[src/rtl/rf_sched_pkg.sv]
// Shared constants and state encoding for the register-file write scheduler.
// RF_SCHED_FIXED_PRIO_EN (optional) switches arbitration to fixed priority.
package rf_sched_pkg;

  localparam int RF_DW   = 16;
  localparam int RF_AW   = 4;
  localparam int RF_NREG = 2 ** RF_AW;

  typedef enum logic [0:0] {
    CLEAR = 1'b0,
    ARB   = 1'b1
  } state_t;

endpackage

[src/rtl/rf_write_sched_rr_arbiter.sv]
// Request arbiter: one-hot grant plus encoded index, searching from ptr+1 with wrap.
// With RF_SCHED_FIXED_PRIO_EN defined the lowest index wins and ptr is ignored.
module rr_arbiter #(
  parameter int NREQ = 3
) (
  input  logic [NREQ-1:0] req,
  input  logic [2:0]      ptr,
  output logic [NREQ-1:0] gnt,
  output logic [2:0]      gnt_idx,
  output logic            any
);

  localparam int IW = (NREQ > 1) ? $clog2(NREQ) : 1;

  logic [IW-1:0] idx;

  always_comb begin
    gnt     = '0;
    gnt_idx = '0;
    any     = 1'b0;
    idx     = '0;
`ifdef RF_SCHED_FIXED_PRIO_EN
    for (int k = 0; k < NREQ; k++) begin
      idx = IW'(k);
      if (!any && req[idx]) begin
        gnt[idx] = 1'b1;
        gnt_idx  = 3'(k);
        any      = 1'b1;
      end
    end
`else
    // Walk the ring starting just past the last winner; first hit wins.
    for (int k = 1; k <= NREQ; k++) begin
      idx = IW'((int'(ptr) + k) % NREQ);
      if (!any && req[idx]) begin
        gnt[idx] = 1'b1;
        gnt_idx  = 3'(idx);
        any      = 1'b1;
      end
    end
`endif
  end

endmodule

[src/rtl/rf_write_sched.sv]
// Shares the register-file write port among NREQ writeback sources and zeroes the
// file after reset or on clear_req. RF_SCHED_FIXED_PRIO_EN selects fixed priority.
module rf_write_sched
  import rf_sched_pkg::*;
#(
  parameter int NREQ = 3,
  parameter int DW   = RF_DW,
  parameter int AW   = RF_AW
) (
  input  logic               clk,
  input  logic               reset,
  input  logic               clear_req,
  input  logic [NREQ-1:0]    req_valid,
  input  logic [NREQ*AW-1:0] req_addr,
  input  logic [NREQ*DW-1:0] req_data,
  output logic [NREQ-1:0]    req_ready,
  output logic [DW-1:0]      rf_D,
  output logic [AW-1:0]      rf_DA,
  output logic               rf_RW,
  output logic               busy,
  output logic [2:0]         grant_id
);

  localparam int NREG = 1 << AW;

  state_t          state;
  logic [AW-1:0]   clr_cnt;
  logic [2:0]      arb_ptr;
  logic [NREQ-1:0] gnt;
  logic [2:0]      gnt_idx;
  logic            gnt_any;
  logic            arb_ok;
  logic            take;
  logic [AW-1:0]   sel_addr;
  logic [DW-1:0]   sel_data;

  rr_arbiter #(.NREQ(NREQ)) u_arb (
    .req     (req_valid),
    .ptr     (arb_ptr),
    .gnt     (gnt),
    .gnt_idx (gnt_idx),
    .any     (gnt_any)
  );

  // A clear request pre-empts every requester in the cycle it is seen.
  assign arb_ok    = (state == ARB) && !clear_req;
  assign req_ready = arb_ok ? gnt : '0;
  assign take      = arb_ok && gnt_any;
  assign busy      = (state == CLEAR);

  always_comb begin
    sel_addr = '0;
    sel_data = '0;
    for (int i = 0; i < NREQ; i++) begin
      if (gnt[i]) begin
        sel_addr = req_addr[i*AW +: AW];
        sel_data = req_data[i*DW +: DW];
      end
    end
  end

`ifdef RF_SCHED_FIXED_PRIO_EN
  assign arb_ptr = '0;
`else
  logic [2:0] rr_ptr;

  assign arb_ptr = rr_ptr;

  always_ff @(posedge clk or negedge reset) begin
    if (!reset)    rr_ptr <= 3'(NREQ - 1);
    else if (take) rr_ptr <= gnt_idx;
  end
`endif

  always_ff @(posedge clk or negedge reset) begin
    if (!reset) begin
      state    <= CLEAR;
      clr_cnt  <= '0;
      rf_D     <= '0;
      rf_DA    <= '0;
      rf_RW    <= 1'b0;
      grant_id <= '0;
    end else begin
      case (state)
        CLEAR: begin
          rf_RW   <= 1'b1;
          rf_DA   <= clr_cnt;
          rf_D    <= '0;
          clr_cnt <= clr_cnt + 1'b1;
          if (clr_cnt == AW'(NREG - 1)) state <= ARB;
        end
        default: begin
          if (clear_req) begin
            state   <= CLEAR;
            clr_cnt <= '0;
            rf_RW   <= 1'b0;
          end else if (take) begin
            rf_RW    <= 1'b1;
            rf_DA    <= sel_addr;
            rf_D     <= sel_data;
            grant_id <= gnt_idx;
          end else begin
            rf_RW <= 1'b0;
          end
        end
      endcase
    end
  end

endmodule

[config.mk]
export PLATFORM = sky130hd
export DESIGN_NAME = rf_write_sched
export DESIGN_NICKNAME = d
export VERILOG_FILES = /design/src/rtl/rf_sched_pkg.sv /design/src/rtl/rf_write_sched_rr_arbiter.sv /design/src/rtl/rf_write_sched.sv
export SDC_FILE = /design/constraint.sdc
export NUM_CORES = 1
export LEC_CHECK = 0
export ABC_CLOCK_PERIOD_IN_PS = 4900
export CORE_ASPECT_RATIO = 1.75
export CORE_MARGIN = 4
export CORE_UTILIZATION = 41
export CTS_CLUSTER_SIZE = 40
export DETAILED_ROUTE_END_ITERATION = 6
export GPL_TIMING_DRIVEN = 0
export PLACE_DENSITY = 0.75
export SETUP_SLACK_MARGIN = 0.5
export SLEW_MARGIN = 20
export SYNTH_ARGS = -nofsm -noshare
export SYNTH_HDL_FRONTEND = slang
export SYNTH_HIERARCHICAL = 1
export SYNTH_SLANG_ARGS = --single-unit
export TNS_END_PERCENT = 10
[constraint.sdc]
create_clock -name clk -period 4.9 [get_ports clk]
set_input_delay 0.735 -clock clk [delete_from_list [all_inputs] [get_ports clk]]
set_output_delay 0.735 -clock clk [all_outputs]
set_load 0.005 [all_outputs]
# Word level (Yosys, flattened, before mapping)
# Index checks and enable logic that the tools add are counted.
# op_classes
n_addsub	4
div	3
order_cmp	6
eq_ne	4
muxes	42
bitwise	4
reduce_logical	12
# op_table
operator	n
$mod A32 B3 Y32 const B	3
$mux W16	6
$mux W4	8
$mux W3	6
$mux W1	15
$lt A2 B3 Y1 const B	3
$add A3 B2 Y4 const B	2
$logic_and A1 B1 Y1	7
$bmux W1 S2	3
$demux W1 S2	3
$ge A2 B1 Y1 const B	3
$or A3 B3 Y3	2
$add A3 B1 Y4 const B	1
$add A4 B1 Y4 const B	1
$eq A4 B4 Y1 const B	1
$ne A2 B2 Y1 const B	2
$logic_not A1 Y1	3
$reduce_and A3 Y1	1
$mux W2	1
$ne A2 B1 Y1 const B	1
$not A1 Y1	2
$reduce_and A2 Y1	1
# totals
reg_bits	32
in_bits	66
output_inout_bits	28
wordCells	82

# Longest topological paths before layout
# depth
ltp_word	17
ltp_mapped	21
mapped_depth_nobuf	18

# Cells and area by module
# The synthesis kept the hierarchy.
# modules_own_cells
mod	n_inst	cells_per_inst	area_each_um2	seq_area_each_um2
rf_write_sched	1	156	1591.5	752.0
rr_arbiter	1	132	1001.0	0.0

# Least setup slack after synthesis
# OpenSTA, ideal clock, no wires.
# synth_path
path_kind	register to output
start	register rr_ptr[0] (netlist: arb_ptr[0])
end	output req_ready[1]
arrival_ns	4.173
required_ns	4.165
setup_slack_ns	-0.008
path_stages_with_launch	17
n_path_buf	3
path_cell_list	dfrtp_1 buf_2 buf_1 inv_1 ha_1 ha_1 ha_1 nor2_1 a211oi_4 ha_1 nor4b_1 a221o_2 o31ai_2 nand2b_1 o31ai_1 clkbuf_1 and2_1
# synth_between
elab_chain_cells	12
word_cells_on_any_way	39
classes_between	add/sub: 3; div: 3; order compare: 6; mux: 18; bitwise: 2; reduce/logical: 7
# synth_lines
item	line_no	source
from (decl)	rf_write_sched.sv:65	logic [2:0] rr_ptr;
from (signal assigned)	rf_write_sched.sv:70	if (!reset) rr_ptr <= 3'(NREQ - 1);
from (signal assigned)	rf_write_sched.sv:71	else if (take) rr_ptr <= gnt_idx;
$add A3 B1 Y4	rf_write_sched_rr_arbiter.sv:34	idx = IW'((int'(ptr) + k) % NREQ);
$mod A32 B3 Y32	rf_write_sched_rr_arbiter.sv:34	
$lt A2 B3 Y1 (not written as such) (tied with other cells)	rf_write_sched_rr_arbiter.sv:36	gnt[idx] = 1'b1;
$logic_and A1 B1 Y1 (not written as such) / $mux W1 (equally long branches)	rf_write_sched_rr_arbiter.sv:36, rf_write_sched_rr_arbiter.sv:35	
$mux W1, on equally long branches	rf_write_sched_rr_arbiter.sv:36, rf_write_sched_rr_arbiter.sv:35	
$demux W1 S2 / $logic_not A1 Y1 (equally long branches)	-	
$mux W3 / $logic_and A1 B1 Y1 (equally long branches)	rf_write_sched_rr_arbiter.sv:35	if (!any && req[idx]) begin
$or A3 B3 Y3 (no source line) / $mux W1 (equally long branches)	-	
$mux W3 / $logic_not A1 Y1 (equally long branches)	rf_write_sched_rr_arbiter.sv:35	
$or A3 B3 Y3 (no source line) / $logic_and A1 B1 Y1 (equally long branches)	-	
$mux W3 (*)	rf_write_sched_rr_arbiter.sv:35	
net gnt[1]	rf_write_sched.sv:29	logic [NREQ-1:0] gnt;
$mux W3 (*)	rf_write_sched.sv:47	assign req_ready = arb_ok ? gnt : '0;
to (decl)	rf_write_sched.sv:16	output logic [NREQ-1:0] req_ready,
# The timed path passes the listed nets; every way through them passes the cells marked *. The select of a mux whose other input is x is not followed.

# Final worst setup path
# Ends and elaborated chain as after synthesis.

==> metrics.cfg <==
[flow_run]
drv_cap = 0

[floorplan]
fp.dieW_um = 68.1
rows = 38
start_util_pct = 41.9
design.die.area_mm2 = 0.00771
die_y_um = 113
core_mm2 = 0.00618
ioPinCount = 94

[place]
place_congestion = 0.946
dpl.hpwl_um = 6570
portBuffers = 93

[cts]
cts_buffer_depth = 2
h-tree-depth = 2
clk_latency_ns = 0.28
clk_pin_slew_ns = 0.07
cts_inserted_buffers = 5
cts.sinks = 30
cts_tree = yes
hold_buffers = 0
clock-root-buffer = clkbuf_8

[global_routing]
track_usage_pct = 25.3
grt_max_degree = 31
overflow = 0
grt_pass1_vias = 3162
grt_pass1_wl_um = 14900
antenna_found_initial = 0

[drt]
vias = 2907
drc_errors = 0
via_per_inst = 5.68
firstDrtPassIters = 4
detail-route-antenna-nets = 0
routedWlPerCell_um = 18.4
drt_iter0_drc = 113
wl_um = 9450

[yosys]
synth_top_cells_by_count = dfrtp_1, nand3_1, nor2b_1, o31ai_1, ha_1
yosysMostFrequentCell = dfrtp_1
synth_fp_nets = 374
ys_async_sr_fraction_pct = 100
yosysTopAreaCell = dfrtp_1
synth_edf_count = 0
ys_types = 66
synth_top_area_share_pct = 28.0
synth_flop_cell = dfrtp_1
synth_seq_cells = 30
yosysWarnings = 6
synth_area_mm2 = 0.00259
ys_seq_area_share_pct = 29.0
yosys-top-cells-area = dfrtp_1, ha_1, a221oi_1, o31ai_1, nor2b_1
syn-instance-count = 288
syn_avg_cell_area_um2 = 9.00

[timing]
final-max-slew-violation-count = 0
setup_viol = 0
max_freq_mhz = 217
rsz0062_at_grt = yes
timing.final.crit_share_pct = 94.0
worst_slew_pin_slew_ns = 0.682
min_period_ns = 4.61
finalSetupTns_ns = 0
fin_skew_ns = 0.00530
hold_violations = 0
slew_headroom_pct = 54.6

[worst_hold_path]
min_path_type = input port to async pin

[final_layout]
drive_above_1_share_pct = 29.6
nNetsFinal = 517
n_antenna_cell = 0
area_delta_synth_final_pct = 74.7

[worst_setup_path]
required_ns = 4.16
cp-start-kind = flip-flop
arrival_ns = 3.87
worstSetupPathType = flip-flop to output port
end_kind = output port
cp_max_fo = 10

[run_status]
status = finished clean

## layer usage
| metal | vias up | part of all wire, % | routed length, um | track usage (%) |
|---|---|---|---|---|
| met2 | 120 | 55 | 5210 | 47.1 |
| li1 | 1380 | - | - | - |
| met3 | 25 | 7.6 | 715 | 7.85 |
| met4 | 0 | 3.6 | 342 | 12.7 |
| met5 | - | 0 | 0 | 0 |
| met1 | 1382 | 34 | 3180 | 23.2 |
## path summary, 6_finish.rpt
check	start	endpoint	slack [ns]	depth (start not counted)
worst min-delay path	reset	rf_D[12]	0.49	1
worst max register to register	arb_ptr[0]	rf_DA[2]	0.57	19
worst max-delay path	arb_ptr[0]	req_ready[1]	0.29	18
min in group clk	grant_id[1]	grant_id[1]	0.50	1
worst min register to register	grant_id[1]	grant_id[1]	0.50	1
max in group asynchronous	reset	grant_id[2]	3.90	1
## final cells by class
cell class	instances	area (um^2)
sequential	30	757
tap	80	100
fill	449	1650
clock inverter	3	40.0
timing repair buffer	136	1270
multi-input combinational	222	2090
buffer	20	136
clock buffer	5	68.8
inverter	16	66.3
## critical path, cell delays in order, from the launching register on
cell        delay, ns
dfrtp_2          0.39
buf_6            0.16
buf_6            0.17
inv_1            0.09
ha_4             0.32
clkinvlp_4       0.18
o31ai_4          0.29
a211oi_4         0.07
ha_4             0.19
nor4b_4          0.39
a221oi_2         0.11
a41oi_2          0.22
buf_4            0.15
nand2b_4         0.06
buf_6            0.12
o31ai_4          0.29
clkbuf_8         0.19
and2_4           0.13
buf_6            0.09
## kinds of logic (layout without fill, tap and decap cells)
| group | after synthesis | in the layout | share of synthesized area, % |
|---|---|---|---|
| XOR/XNOR | 6 | 6 | 2.03 |
| other | 1 | 1 | 0.145 |
| adder cells (fa/ha/maj) | 20 | 20 | 9.65 |
| buffers and inverters | 36 | 180 | 6.27 |
| AND/OR/NAND/NOR | 93 | 93 | 20.2 |
| flip-flops | 30 | 30 | 29.0 |
| AO/OA/AOI/OAI | 96 | 96 | 30.0 |
| multiplexers | 6 | 6 | 2.70 |
## sequential cells by signal, indices dropped and copies added, names as in the netlist
register and cells:
clr_cnt 4, rf_DA 4, rf_RW 1, rf_D 16
state 1, arb_ptr 2, grant_id 2
## layout by cell type (no fill, tap or decap), types with 3 or more instances in the layout
cell type / Yosys / layout
nand3_1: 22 / 21
o21ai_0: 10 / 7
o31ai_4: 0 / 3
clkbuf_8: 0 / 7
xnor2_1: 4 / 3
buf_4: 4 / 43
a21o_1: 6 / 6
a221o_1: 4 / 4
nand2b_1: 5 / 3
dfrtp_1: 29 / 27
nor3_1: 6 / 3
buf_6: 1 / 8
ha_2: 0 / 3
inv_1: 15 / 12
ha_1: 20 / 10
ha_4: 0 / 7
a221oi_1: 19 / 18
nor3_4: 0 / 3
o31ai_1: 21 / 18
nor2_1: 11 / 8
buf_2: 4 / 4
clkbuf_1: 8 / 6
nand2_1: 9 / 8
mux2_1: 4 / 4
a21oi_1: 8 / 7
nor2b_1: 21 / 21
clkdlybuf4s50_1: 0 / 89
## per-stage QoR
stage / cells / util [%] / setup slack (ns) / hold slack [ns] / instance area (um^2)
after floorplan: 288 / - / 0.508 / 0.439 / 2620
after global placement: 461 / 59.1 / -0.522 / 0.493 / 3650
after detailed placement: 461 / 59.0 / -0.628 / 0.498 / 3650
after CTS: 502 / 71.0 / 0.300 / 0.508 / 4390
after global routing: 512 / 73.3 / 0.131 / 0.531 / 4530
final: 512 / 73.3 / 0.294 / 0.486 / 4530
## timing repair
item / CTS / global route
setup buffers: 33 / 10
pin swaps: 24 / 16
cloned: 0 / 0
setup endpoints to repair: 28 / 23
resized for setup: 81 / 14
Power is not shown: default switching activity piles up to over one toggle a cycle in this logic, so the estimate is an artifact.
